$ cat config.mk
export PLATFORM = sky130hd
export DESIGN_NAME = stage_mem
export DESIGN_NICKNAME = d
export VERILOG_FILES = /design/src/rtl/rv_mem_pkg.sv /design/src/rtl/mem_align.sv /design/src/rtl/stage_mem.sv
export SDC_FILE = /design/constraint.sdc
export NUM_CORES = 1
export LEC_CHECK = 0
export BUFFER_PORTS_ARGS = -buffer_cell sky130_fd_sc_hd__buf_2
export CORE_MARGIN = 2
export CORE_UTILIZATION = 25
export CTS_CLUSTER_DIAMETER = 150
export DETAILED_ROUTE_END_ITERATION = 8
export GPL_TIMING_DRIVEN = 0
export PLACE_DENSITY = 0.5
export SYNTH_ARGS = -nofsm -noshare
export SYNTH_HDL_FRONTEND = slang
export SYNTH_HIERARCHICAL = 1
export SYNTH_SLANG_ARGS = --single-unit
$ cat constraint.sdc
create_clock -name clk -period 22.3 [get_ports clk]
set_clock_uncertainty 0.1 [all_clocks]
set_input_delay 2.23 -clock clk [delete_from_list [all_inputs] [get_ports clk]]
set_output_delay 2.23 -clock clk [all_outputs]
set_load 0.02 [all_outputs]
$ cat src/rtl/rv_mem_pkg.sv
// Shared definitions for the memory stage: RV load/store funct3 encodings,
// the access FSM states and default datapath widths.
package rv_mem_pkg;

  localparam int XLEN_DEF  = 32;
  localparam int MAT_W_DEF = 128;

  localparam logic [2:0] F3_LB  = 3'b000;
  localparam logic [2:0] F3_LH  = 3'b001;
  localparam logic [2:0] F3_LW  = 3'b010;
  localparam logic [2:0] F3_LBU = 3'b100;
  localparam logic [2:0] F3_LHU = 3'b101;
  localparam logic [2:0] F3_SB  = 3'b000;
  localparam logic [2:0] F3_SH  = 3'b001;
  localparam logic [2:0] F3_SW  = 3'b010;

  typedef enum logic [1:0] {IDLE, SCALAR, MAT, DONE} state_t;

endpackage

$ cat src/rtl/mem_align.sv
// Byte-lane steering for scalar accesses: load lane select with sign/zero
// extension, store data replication and byte-strobe generation.
module mem_align
  import rv_mem_pkg::*;
(
  input  logic [2:0]  i_funct3,
  input  logic [1:0]  i_addr_lo,
  input  logic [31:0] i_rdata,
  input  logic [31:0] i_wdata,
  output logic [31:0] o_load_data,
  output logic [31:0] o_store_data,
  output logic [3:0]  o_wstrb
);

  logic [7:0]  w_byte;
  logic [15:0] w_half;

  assign w_byte = i_rdata[8*i_addr_lo +: 8];
  assign w_half = i_rdata[16*i_addr_lo[1] +: 16];

  always_comb begin
    o_load_data  = i_rdata;
    o_store_data = i_wdata;
    o_wstrb      = 4'hF;
    case (i_funct3)
      F3_LB:   o_load_data = {{24{w_byte[7]}}, w_byte};
      F3_LH:   o_load_data = {{16{w_half[15]}}, w_half};
      F3_LBU:  o_load_data = {24'd0, w_byte};
      F3_LHU:  o_load_data = {16'd0, w_half};
      F3_LW:   o_load_data = i_rdata;
      default: o_load_data = i_rdata;
    endcase
    // Misaligned halves/words simply drop the low address bits.
    case ({1'b0, i_funct3[1:0]})
      F3_SB: begin
        o_store_data = {4{i_wdata[7:0]}};
        o_wstrb      = 4'b0001 << i_addr_lo;
      end
      F3_SH: begin
        o_store_data = {2{i_wdata[15:0]}};
        o_wstrb      = 4'b0011 << {i_addr_lo[1], 1'b0};
      end
      F3_SW:   o_wstrb = 4'hF;
      default: o_wstrb = 4'hF;
    endcase
  end

endmodule

$ cat src/rtl/stage_mem.sv
// Memory pipeline stage: scalar loads/stores and multi-beat matrix-row
// accesses over one 32-bit data port, feeding the MEM/WB register.
module stage_mem
  import rv_mem_pkg::*;
#(
  parameter int XLEN  = XLEN_DEF,
  parameter int MAT_W = MAT_W_DEF,
  parameter int BEATS = MAT_W / XLEN
)(
  input  logic             clk,
  input  logic             rst,
  input  logic             ex_valid,
  input  logic [XLEN-1:0]  ex_alu_o,
  input  logic [XLEN-1:0]  ex_rs2_data,
  input  logic [MAT_W-1:0] ex_matrix_data,
  input  logic [2:0]       ex_funct3,
  input  logic             ex_mem_read,
  input  logic             ex_mem_write,
  input  logic             ex_mat_load,
  input  logic             ex_mat_store,
  input  logic             ex_mem2reg,
  output logic [XLEN-1:0]  dmem_addr,
  output logic [XLEN-1:0]  dmem_wdata,
  output logic [3:0]       dmem_wstrb,
  output logic             dmem_re,
  output logic             dmem_we,
  input  logic [XLEN-1:0]  dmem_rdata,
  input  logic             dmem_ready,
  output logic             mem_stall,
  output logic             wb_valid,
  output logic [XLEN-1:0]  wb_mem_data,
  output logic [XLEN-1:0]  wb_alu_o,
  output logic [MAT_W-1:0] wb_matrix_o,
  output logic             wb_mem2reg
);

  localparam int BW = (BEATS > 1) ? $clog2(BEATS) : 1;

  state_t           r_state;
  logic [BW-1:0]    r_beat;
  logic [MAT_W-1:0] r_row;
  logic             r_wb_valid, r_wb_mem2reg;
  logic [XLEN-1:0]  r_wb_mem_data, r_wb_alu;
  logic [MAT_W-1:0] r_wb_matrix;

  logic            w_idle, w_mat_op, w_scal_op, w_mat_act, w_sc_act;
  logic            w_last, w_stall, w_wb_load;
  logic [BW-1:0]   w_beat;
  logic [XLEN-1:0] w_base, w_ld_data, w_st_data;
  logic [3:0]      w_st_strb;

  mem_align u_align (
    .i_funct3     (ex_funct3),
    .i_addr_lo    (ex_alu_o[1:0]),
    .i_rdata      (dmem_rdata),
    .i_wdata      (ex_rs2_data),
    .o_load_data  (w_ld_data),
    .o_store_data (w_st_data),
    .o_wstrb      (w_st_strb)
  );

  // Beat 0 of a matrix access and every scalar access issue straight from IDLE.
  assign w_idle    = (r_state == IDLE);
  assign w_mat_op  = ex_valid & (ex_mat_load | ex_mat_store);
  assign w_scal_op = ex_valid & ~(ex_mat_load | ex_mat_store) & (ex_mem_read | ex_mem_write);
  assign w_mat_act = (w_idle & w_mat_op) | (r_state == MAT);
  assign w_sc_act  = (w_idle & w_scal_op) | (r_state == SCALAR);
  assign w_beat    = (r_state == MAT) ? r_beat : '0;
  assign w_last    = dmem_ready & (w_beat == BW'(BEATS - 1));
  assign w_base    = {ex_alu_o[XLEN-1:4], 4'b0000};
  assign w_stall   = w_mat_act | (w_sc_act & ~dmem_ready);
  assign w_wb_load = (w_idle & ex_valid & ~w_mat_op & ~w_scal_op)
                   | (w_sc_act & dmem_ready) | (r_state == DONE);

  assign mem_stall = ~rst & w_stall;
  assign dmem_re   = ~rst & (w_mat_act ? ex_mat_load : (w_sc_act & ex_mem_read));
  assign dmem_we   = ~rst & (w_mat_act ? ~ex_mat_load : (w_sc_act & ~ex_mem_read));

  always_comb begin
    dmem_addr  = {ex_alu_o[XLEN-1:2], 2'b00};
    dmem_wdata = w_st_data;
    dmem_wstrb = 4'b0000;
    if (w_mat_act) begin
      dmem_addr  = w_base + (XLEN'(w_beat) << 2);
      dmem_wdata = ex_matrix_data[XLEN*w_beat +: XLEN];
      if (!ex_mat_load) dmem_wstrb = 4'hF;
    end else if (w_sc_act && !ex_mem_read) begin
      dmem_wstrb = w_st_strb;
    end
    if (rst) dmem_wstrb = 4'b0000;
  end

  always_ff @(posedge clk or posedge rst) begin
    if (rst) begin
      r_state       <= IDLE;
      r_beat        <= '0;
      r_row         <= '0;
      r_wb_valid    <= 1'b0;
      r_wb_mem_data <= '0;
      r_wb_alu      <= '0;
      r_wb_matrix   <= '0;
      r_wb_mem2reg  <= 1'b0;
    end else begin
      case (r_state)
        IDLE: begin
          if (w_mat_op) begin
            r_state <= MAT;
            r_beat  <= dmem_ready ? BW'(1) : '0;
          end else if (w_scal_op && !dmem_ready) begin
            r_state <= SCALAR;
          end
        end
        SCALAR: if (dmem_ready) r_state <= IDLE;
        MAT: begin
          if (w_last) begin
            r_state <= DONE;
            r_beat  <= '0;
          end else if (dmem_ready) begin
            r_beat <= r_beat + BW'(1);
          end
        end
        DONE:    r_state <= IDLE;
        default: r_state <= IDLE;
      endcase

      if (w_mat_act && ex_mat_load && dmem_ready)
        r_row[XLEN*w_beat +: XLEN] <= dmem_rdata;

      // MEM/WB register; stalled cycles become bubbles.
      if (w_wb_load) begin
        r_wb_valid    <= 1'b1;
        r_wb_alu      <= ex_alu_o;
        r_wb_mem2reg  <= ex_mem2reg;
        r_wb_mem_data <= (w_sc_act && ex_mem_read) ? w_ld_data : '0;
        r_wb_matrix   <= ((r_state == DONE) && ex_mat_load) ? r_row : ex_matrix_data;
      end else begin
        r_wb_valid <= 1'b0;
        if (w_stall) r_wb_mem2reg <= 1'b0;
      end
    end
  end

  assign wb_valid    = r_wb_valid;
  assign wb_mem_data = r_wb_mem_data;
  assign wb_alu_o    = r_wb_alu;
  assign wb_matrix_o = r_wb_matrix;
  assign wb_mem2reg  = r_wb_mem2reg;

endmodule

==> impl_results.md <==
* Outcome: finished clean
* Fill count at ~7500
* FF-to-FF setup slack at between 15 and 20 ns
* CP Max Fanout at 10
* GR Util met3 at 0.04528
* Hold depth at 1
* Pre-CTS WS at roughly 15 ns
* Post-synthesis cell count at roughly 1500
* Fin Setup TNS at 0 ns
* Pleak at approximately 0.012 uW
* Worst-skew pair later-pin latency at between 0.5 and 0.6 ns
* First-pass GRT wire length at around 110000 um
* Hold_sp: wb_alu_o[2]
* Worst EP required at ~20 ns
* Fmax at roughly 140 MHz
* Cts bufs inserted at 41
* Max-cap violations at 0
* Drt drc at 0
* Share of cells above drive strength 1 at 0.5262
* Drt total wl at 82570 um
* Synth warnings at 6
* # Post-CTS Setup Buffers at 0
* Peak supply drop at just under 0.00008 V
* Area grow syn2layout at 28.70%
* R2r startpoint: r_state[1]
* Worst setup SP type: input pin
* Via density at slightly below 5
* R2r endpoint: r_row[77]
* PostCTS Resize Cnt at 0
* Final global-route overflow total at 0
* Global routing's busiest layer: met2
* Vias at between 10000 and 15000
* Met2 Usage GRT at 0.3398
* RSZ-0062 raised after global routing: false
* Gr usage total at 0.2138
* RePlAce Congestion at 0.8673
* Slew headroom at 0.2598
* Cts hold-fix bufs at 0
* Synthesized area at about 18000 sq um
* Crit-path leading delay family: buffers and inverters
* Sequential-to-total area share from yosys stat at 0.4471
* Crit Path Category: in2out
* Largest net degree at the start of global routing at between 90 and 100
* CTS tree: built
* Die Y at approximately 270 um
* Tcrit/Tclk final at 0.3217
* Multi-input gate area at ~8900 sq um
* Cells after DPL at around 2900
* Worst-Margin Slew at around 1.1 ns
* Starting Density at 0.2514
* Total power per unit cell area at 152.3 nW/um^2
* Drt first-iter violations at about 970
* Detailed-router iteration count before antenna repair at 5
* Worst hold path class: reg2reg
* # IOs at around 500
* Min Tclk post-route at ~7 ns
* Commonest cells after routing, fill and taps aside: buf_2 (531), dfrtp_1 (326), mux2_2 (247)
* Fraction of registers with async set/reset at 1.000
* Worst reg2reg path depth at 11
* Rows at 99
* Yosys reg bits at approximately 330
* Final count of hold timing violations at 0
* FF+latch area at slightly above 8000 sq um
* Post-synthesis cell type count at approximately 60
* DP HPWL at roughly 64000 um
* Critical path's slowest cell: clkbuf_1
* M1 GR Usage at 0.2878
* Hold path endpoint: wb_alu_o[2]
* Port bufs at 496
* Setup-failing EPs final at 0
* Die width at approximately 270 um
* Core area at slightly above 70000 sq um
* Cell Chain, Critical Path: buf_2 > o21a_1 > buf_2 > o21ai_2 > clkinv_1 > clkbuf_1 > a41oi_1 > buf_2
* Clock-pin slew on the worst setup and hold paths at about 0.06 ns
* Max-slew violations at 0
* Post-Syn Area per Cell at roughly 12 sq um
* WP data arrival at just under 5 ns
* Buf+Inv Stages, Crit Path at 5
* Root Driver: clkbuf_16
* Final setup margin at ~15 ns
* Layout Cells excl Fill at between 3000 and 4000
* Antenna violations before repair at 18
* Routed WL per cell at about 27 um
* Die area at roughly 75000 sq um
* Top cell by count, worst path: buf_2
* Vias in the first global route at between 15000 and 20000
* H-tree levels at 2
* Primary FF master, synth: dfrtp_1
* Max incr delay on CP at between 0.6 and 0.7 ns
* Clock sinks at 326
* Nets at around 2300
* Clock Path Buffers at 3
* Antenna Nets Post-Route at 0
* Crit. End Element: output port
* Most common cell after layout, fill and taps aside: buf_2
* Number of synthesized flops with an enable pin at 0
stage by stage:
step                  util  instance area (sq um)  hold slack (ns)  total power [uW]
floorplan                -                  18250           0.3583              2113
global placement    0.3021                  21930           0.3616              2856
detailed placement  0.3034                  22020           0.3694              2881
CTS                 0.3231                  23450           0.3824              3614
global route        0.3233                  23460           0.3877              3762
finish              0.3235                  23480           0.3795              3577
Yosys cell counts (2+ instances only):
| cell | count | share of area |
|---|---|---|
| a22oi_1 | 6 | 0.0025 |
| dfrtp_1 | 326 | 0.45 |
| nand2_1 | 85 | 0.017 |
| and3_1 | 97 | 0.033 |
| nor3_1 | 3 | 0.00082 |
| clkbuf_1 | 49 | 0.010 |
| buf_1 | 6 | 0.0012 |
| nor2b_1 | 11 | 0.0038 |
| mux2_1 | 52 | 0.032 |
| a22o_1 | 65 | 0.031 |
| buf_2 | 35 | 0.0096 |
| o211ai_1 | 2 | 0.00082 |
| buf_6 | 20 | 0.012 |
| a21oi_1 | 12 | 0.0033 |
| mux2_2 | 247 | 0.15 |
| a41oi_1 | 32 | 0.015 |
| ha_1 | 5 | 0.0034 |
| buf_8 | 6 | 0.0049 |
| o22a_1 | 7 | 0.0034 |
| a211oi_1 | 32 | 0.013 |
| or2_1 | 3 | 0.0010 |
| inv_1 | 16 | 0.0033 |
| o22ai_1 | 15 | 0.0051 |
| mux2i_1 | 22 | 0.012 |
| o221ai_1 | 7 | 0.0034 |
| nor3_2 | 3 | 0.0016 |
| o21a_1 | 2 | 0.00082 |
| nand2b_1 | 4 | 0.0014 |
| o21ai_0 | 49 | 0.013 |
| inv_2 | 2 | 0.00041 |
| nand3b_1 | 9 | 0.0037 |
| a21o_1 | 4 | 0.0016 |
| nand3_1 | 2 | 0.00055 |
| o31ai_1 | 4 | 0.0016 |
| nor2_1 | 20 | 0.0041 |
| buf_4 | 50 | 0.021 |
| o21ai_2 | 2 | 0.00096 |
| mux2_4 | 136 | 0.11 |
area by class of cell:
type,count,share of cell area
repair buffers,499,0.1092
flip-flops and latches,326,0.3474
inverters,20,0.003623
well taps,959,0.05110
diodes,11,0.001172
multi-input cells,960,0.3808
clock inverters,13,0.007620
plain buffers,166,0.04567
clock buffers,61,0.05339
power breakdown:
group,internal [uW],switching [uW]
Clock,435,281
Sequential,833,148
Combinational,713,1170
Total,1980,1600
flip-flops by register name, indices dropped and copies added (netlist names):
| register | count |
|---|---|
| r_row | 128 |
| r_beat | 2 |
| wb_alu_o | 32 |
| wb_valid | 1 |
| wb_mem2reg | 1 |
| wb_matrix_o | 128 |
| r_state | 2 |
| wb_mem_data | 32 |
worst max path at each step:
stage,start,depth (start not counted),endpoint,slack (ns)
floorplan,rst,2,mem_stall,10.38
global placement,rst,2,wb_alu_o[11],6.41
detailed placement,ex_mat_load,8,dmem_wdata[17],15.13
CTS,ex_mat_load,8,dmem_wdata[17],15.11
global route,ex_mat_load,8,dmem_wdata[17],15.03
finish,ex_mat_load,8,dmem_wdata[17],15.13
kinds of logic after synthesis:
| family | Yosys count | synth area share |
|---|---|---|
| AND/OR/NAND/NOR | 245 | 0.07297 |
| flip-flops | 326 | 0.4471 |
| AO/OA/AOI/OAI | 250 | 0.1035 |
| other | 1 | 0.0002055 |
| multiplexers | 458 | 0.3098 |
| buffers and inverters | 186 | 0.06302 |
| adder cells (fa/ha/maj) | 5 | 0.003429 |
layer usage:
| layer | share of wire | up-vias |
|---|---|---|
| met3 | 0.065 | 126 |
| met2 | 0.46 | 595 |
| met1 | 0.44 | 7495 |
| met5 | 0.0011 | - |
| li1 | - | 6504 |
| met4 | 0.033 | 16 |
Power figures use the tool's default switching activity.
